==> src/rtl/niu32_key_sw_reader.sv <==
// niu32_key_sw_reader
// Board input peripheral for the Niu32 core. KEY[3:0] and SW[9:0] are
// synchronized and debounced here. Key presses are latched as sticky flags
// that can raise an interrupt. The core sees four 32-bit registers:
//   0x0 KEYS (R)      debounced key state, 1 = pressed
//   0x4 SWS  (R)      debounced switch state
//   0x8 EDGE (R/W1C)  sticky key-press flags
//   0xC IE   (R/W)    per-key interrupt enable
module niu32_key_sw_reader #(
   parameter int DEBOUNCE_CYCLES = 500000
) (
   input  logic        CLOCK_50,
   input  logic        RESET,
   input  logic [3:0]  KEY,
   input  logic [9:0]  SW,
   input  logic [3:0]  addr,
   input  logic        rd_en,
   input  logic        wr_en,
   input  logic [31:0] wdata,
   output logic [31:0] rdata,
   output logic        rdata_valid,
   output logic        irq
);

   // Debounced bits. Bits [3:0] are the keys (already inverted) and bits [13:4] are the switches.
   localparam int NB = 14;
   localparam int CW = $clog2(DEBOUNCE_CYCLES);
   localparam logic [CW-1:0] CNT_LAST = CW'(DEBOUNCE_CYCLES - 1);

   typedef enum logic [1:0] {
      REG_KEYS = 2'd0,
      REG_SWS  = 2'd1,
      REG_EDGE = 2'd2,
      REG_IE   = 2'd3
   } reg_sel_t;

   logic [3:0]    key_s1, key_s2;
   logic [9:0]    sw_s1, sw_s2;
   logic [NB-1:0] sync_vec;
   logic [NB-1:0] stb, stb_next;
   logic [CW-1:0] cnt      [NB];
   logic [CW-1:0] cnt_next [NB];
   logic [3:0]    key_rise;
   logic [3:0]    edge_flags, edge_next;
   logic [3:0]    ie_mask, ie_next;
   logic [3:0]    edge_clr;
   logic [31:0]   rd_value;
   reg_sel_t      reg_sel;

   // The register select uses only the word address. Byte offsets and the upper write-data bits are not used.
   logic unused_bits;
   assign unused_bits = ^{addr[1:0], wdata[31:4]};

   assign reg_sel  = reg_sel_t'(addr[3:2]);
   assign sync_vec = {sw_s2, ~key_s2};

   // Two-flop synchronizers. The key stages reset to "released" (1).
   always_ff @(posedge CLOCK_50) begin
      // NOTE: state registers use non-blocking assignments so that every flop samples values from before the edge.
      if (RESET) begin
         key_s1 <= 4'hF;
         key_s2 <= 4'hF;
         sw_s1  <= '0;
         sw_s2  <= '0;
      end else begin
         key_s1 <= KEY;
         key_s2 <= key_s1;
         sw_s1  <= SW;
         sw_s2  <= sw_s1;
      end
   end

   // Per-bit debounce. The counter tracks how many consecutive samples disagree with stb.
   always_comb begin
      // NOTE: every combinational output gets a default first, so no path leaves a value unassigned and no latch is inferred.
      stb_next = stb;
      for (int i = 0; i < NB; i++) begin
         cnt_next[i] = '0;
         if (sync_vec[i] != stb[i]) begin
            if (cnt[i] == CNT_LAST) begin
               stb_next[i] = sync_vec[i];
            end else begin
               cnt_next[i] = cnt[i] + CW'(1);
            end
         end
      end
   end

   // Debounce state registers.
   always_ff @(posedge CLOCK_50) begin
      if (RESET) begin
         stb <= '0;
         // NOTE: the counter array sits in flops and is small, so it is reset like any other register. A reset must discard debounce progress.
         for (int i = 0; i < NB; i++) begin
            cnt[i] <= '0;
         end
      end else begin
         stb <= stb_next;
         for (int i = 0; i < NB; i++) begin
            cnt[i] <= cnt_next[i];
         end
      end
   end

   // Sticky flags and interrupt enable. A new press overrides a W1C clear on the same edge.
   always_comb begin
      key_rise  = stb_next[3:0] & ~stb[3:0];
      edge_clr  = (wr_en && reg_sel == REG_EDGE) ? wdata[3:0] : 4'h0;
      edge_next = (edge_flags & ~edge_clr) | key_rise;
      ie_next   = (wr_en && reg_sel == REG_IE) ? wdata[3:0] : ie_mask;
   end

   // Read mux. It shows register contents from before any write on the same edge.
   always_comb begin
      rd_value = '0;
      case (reg_sel)
         REG_KEYS: rd_value = {28'h0, stb[3:0]};
         REG_SWS:  rd_value = {22'h0, stb[13:4]};
         REG_EDGE: rd_value = {28'h0, edge_flags};
         REG_IE:   rd_value = {28'h0, ie_mask};
         default:  rd_value = '0;
      endcase
   end

   // Flag, enable and interrupt registers, plus the registered bus read port.
   always_ff @(posedge CLOCK_50) begin
      if (RESET) begin
         edge_flags  <= '0;
         ie_mask     <= '0;
         irq         <= 1'b0;
         rdata       <= '0;
         rdata_valid <= 1'b0;
      end else begin
         edge_flags  <= edge_next;
         ie_mask     <= ie_next;
         irq         <= |(edge_next & ie_next);
         rdata_valid <= rd_en;
         if (rd_en) begin
            rdata <= rd_value;
         end
      end
   end

endmodule

==> config.mk <==
export PLATFORM = sky130hd
export DESIGN_NAME = niu32_key_sw_reader
export DESIGN_NICKNAME = d
export VERILOG_FILES = /design/src/rtl/niu32_key_sw_reader.sv
export SDC_FILE = /design/constraint.sdc
export NUM_CORES = 1
export LEC_CHECK = 0
export ABC_AREA = 0
export BUFFER_PORTS_ARGS = -buffer_cell sky130_fd_sc_hd__buf_2
export CAP_MARGIN = 15
export CORE_MARGIN = 2
export CORE_UTILIZATION = 60
export CTS_CLUSTER_DIAMETER = 30
export DETAILED_ROUTE_END_ITERATION = 8
export HOLD_SLACK_MARGIN = 0.15
export PLACE_DENSITY = 0.79
export SYNTH_ARGS = -nofsm -noshare
export SYNTH_HDL_FRONTEND = slang
export SYNTH_SLANG_ARGS = --single-unit
==> constraint.sdc <==
create_clock -name CLOCK_50 -period 5.1 [get_ports CLOCK_50]
set_input_delay 0.765 -clock CLOCK_50 [delete_from_list [all_inputs] [get_ports CLOCK_50]]
set_output_delay 0.765 -clock CLOCK_50 [all_outputs]
set_load 0.005 [all_outputs]
==> impl_results.md <==
- H-Tree Depth: 2
- Die Wd: 156 um
- Final Util: 0.711
- Root buf cell: clkbuf_16
- Post-synth cell types: 45
- Main flop type after synthesis: dfxtp_1
- Clock Latency Late Sink: 560 ps
- Post-CTS Setup Bufs: 0
- Row count: 55
- Vias in the first global route: 10027
- Area contributors post-synth: dfxtp_1, nor2_1, xnor2_1, xor2_1, nand3_1
- N_diodes: 0
- RSZ-0062 raised after global routing: false
- Routed WL per cell: 13.1 um
- Die area: 24300 sq um
- Layout cells sized above 1: 0.0984
- Outcome: completed
- Seq/Total Area, Yosys: 0.474
- Total Power: 6.52 mW
- Final hold violation count: 0
- Most frequent cell after synthesis: nor2_1
- Core area: 22600 sq um
- EDFF count, synth: 0
- Total vias in the final route: 10329
- Worst-path fanout max: 19
- Fmax: 426 MHz
- Slew headroom: 0.402
- Cell taking the most area after synthesis: dfxtp_1
- Critical Path AT: 2750 ps
- Worst Tran Pin Value: 897 ps
- Antenna violations before repair: 0
- VDD IR max: 0.347 mV
- Maxcap violations: 0
- Minimum clock period: 2350 ps
- Hpwl dp: 15.7 mm
- Yosys reg bits: 328
- Area Growth Syn to Fin: 16.3%
- IO Count: 88
- P_leak: 5.33 nW
- Hold_buf cts: 0
- Worst Setup Path Type: reg2reg
- Largest net degree at the start of global routing: 48
- Count of pins over their slew limit: 0
- Yosys top cell area share: 0.474
- Synth warnings: 0
- Synth cell count leaders: nor2_1, dfxtp_1, xnor2_1, xor2_1, nand3_1
- TritonCTS buffer count: 57
- Pwr Density: 405 nW/um^2
- Iteration-0 DRC Markers: 466
- Vias/cell: 5.29
- CTS max path bufs: 3
- First-pass GRT wire length: 44.1 mm
- Worst hold margin: 386 ps
- Fin nets: 1685
- GP Congestion: 0.798
- HP Class: in2reg
- # clock sinks: 328
- Gr usage total: 0.213
- R2r worst-path depth: 5
- Fin crit share: 0.460
- Die height: 156 um
- Setup TNS: 0 ps
- CTS tree: built
- Residual DRC count: 0
- Worst Hold Depth: 2
- Worst Setup End Kind: flop
- Post-Syn Instances: 1568
- Port Buffers: 35
- Syn_area_per_cell: 8.83 sq um
- Async S/R FF share, synth: 0
- Final Skew: 18.7 ps
- ANT nets after route: 0
- TritonRoute pass-1 iters: 5
- Setup-violating endpoint count in the final report: 0
- Crit path required time: 5500 ps
- Gates resized, CTS repair: 0
- Mapped cell area: 13800 sq um
- Initial Util: 0.611
- Clock transition at the registers of the reported paths: 50 ps
- CP startpoint kind: flop
- Final WL: 25.6 mm
- Grt ovf: 0
[path summary, 6_finish.rpt]
kind / to / slack [ps] / from
max: cnt[0][13] / 2750 / cnt[0][11]
min: key_s1[3] / 390 / KEY[3]
max reg2reg: cnt[0][13] / 2750 / cnt[0][11]
min reg2reg: key_s2[2] / 410 / key_s1[2]
[critical path, cell delays in order (launching register included)]
cell	delay (ps)
dfxtp_1	350
or4b_1	510
nor4_1	480
and2b_1	230
or3_1	510
nor2_1	120
[kinds of logic after synthesis]
family	after synthesis	synth area share
flops	328	0.474
fa+ha+maj	14	0.0127
other cells	1	0.000271
xor+xnor	252	0.159
compound gates	22	0.0103
mux	21	0.0188
simple gates	820	0.285
buf+inv	110	0.0386
[layout make-up]
class | count | area [sq um]
repair buffers | 36 | 183
fillers | 1692 | 6540
flip-flops and latches | 328 | 6570
clock buffers | 71 | 1610
well taps | 285 | 357
inverters | 43 | 161
multi-input cells | 1151 | 6820
clock inverters | 37 | 403
[flip-flops by register name, indices dropped and copies added, names as in the netlist]
name / cells
irq: 1
ie_mask: 4
rdata: 10
key_s2: 4
stb: 14
sw_s2: 10
key_s1: 4
sw_s1: 10
rdata_valid: 1
cnt: 266
edge_flags: 4
[per-layer routing]
layer,global-route usage,share of wire,up-vias
met1,0.266,0.46,4836
li1,-,-,5260
met5,0,0,-
met2,0.371,0.48,180
met3,0.0408,0.040,53
met4,0.0743,0.023,0
[cells in the final DEF (no fill, tap or decap), drive strengths merged, types with 4 or more instances in the layout]
master / netlist / layout
nor2: 364 / 364
dfxtp: 328 / 328
xnor2: 141 / 141
xor2: 111 / 111
nand3: 99 / 99
nand2: 87 / 87
clkbuf: 23 / 71
nand4: 49 / 49
inv: 43 / 48
nor3: 42 / 42
buf: 44 / 36
and3: 30 / 30
nor2b: 28 / 28
nor4: 22 / 22
conb: 1 / 22
and4: 19 / 19
or2: 17 / 17
mux2i: 17 / 17
clkinv: 0 / 17
or3: 16 / 16
ha: 14 / 14
nand2b: 10 / 10
nor4b: 9 / 9
a21oi: 9 / 9
clkinvlp: 0 / 9
and2: 6 / 6
bufinv: 0 / 6
mux4: 4 / 4
nor3b: 4 / 4
[per-stage QoR]
| stage | worst slack [ps] | instances | instance area [sq um] |
|---|---|---|---|
| floorplan | 3150 | 1589 | 13900 |
| global placement | 2360 | 1843 | 14100 |
| detailed placement | 2310 | 1843 | 14100 |
| global route | 2570 | 1951 | 16100 |
| finish | 2750 | 1951 | 16100 |
| CTS | 2710 | 1951 | 16100 |
[report_power, final]
| group | switching, mW | total (mW) | leakage [nW] | internal [mW] |
|---|---|---|---|---|
| sequential | 0.00895 | 2.59 | 2.65 | 2.58 |
| clock | 1.30 | 3.85 | 0.972 | 2.55 |
| combinational | 0.0471 | 0.0710 | 1.71 | 0.0240 |
| total | 1.36 | 6.52 | 5.33 | 5.16 |
No activity file was read; power rests on OpenSTA's default activity.
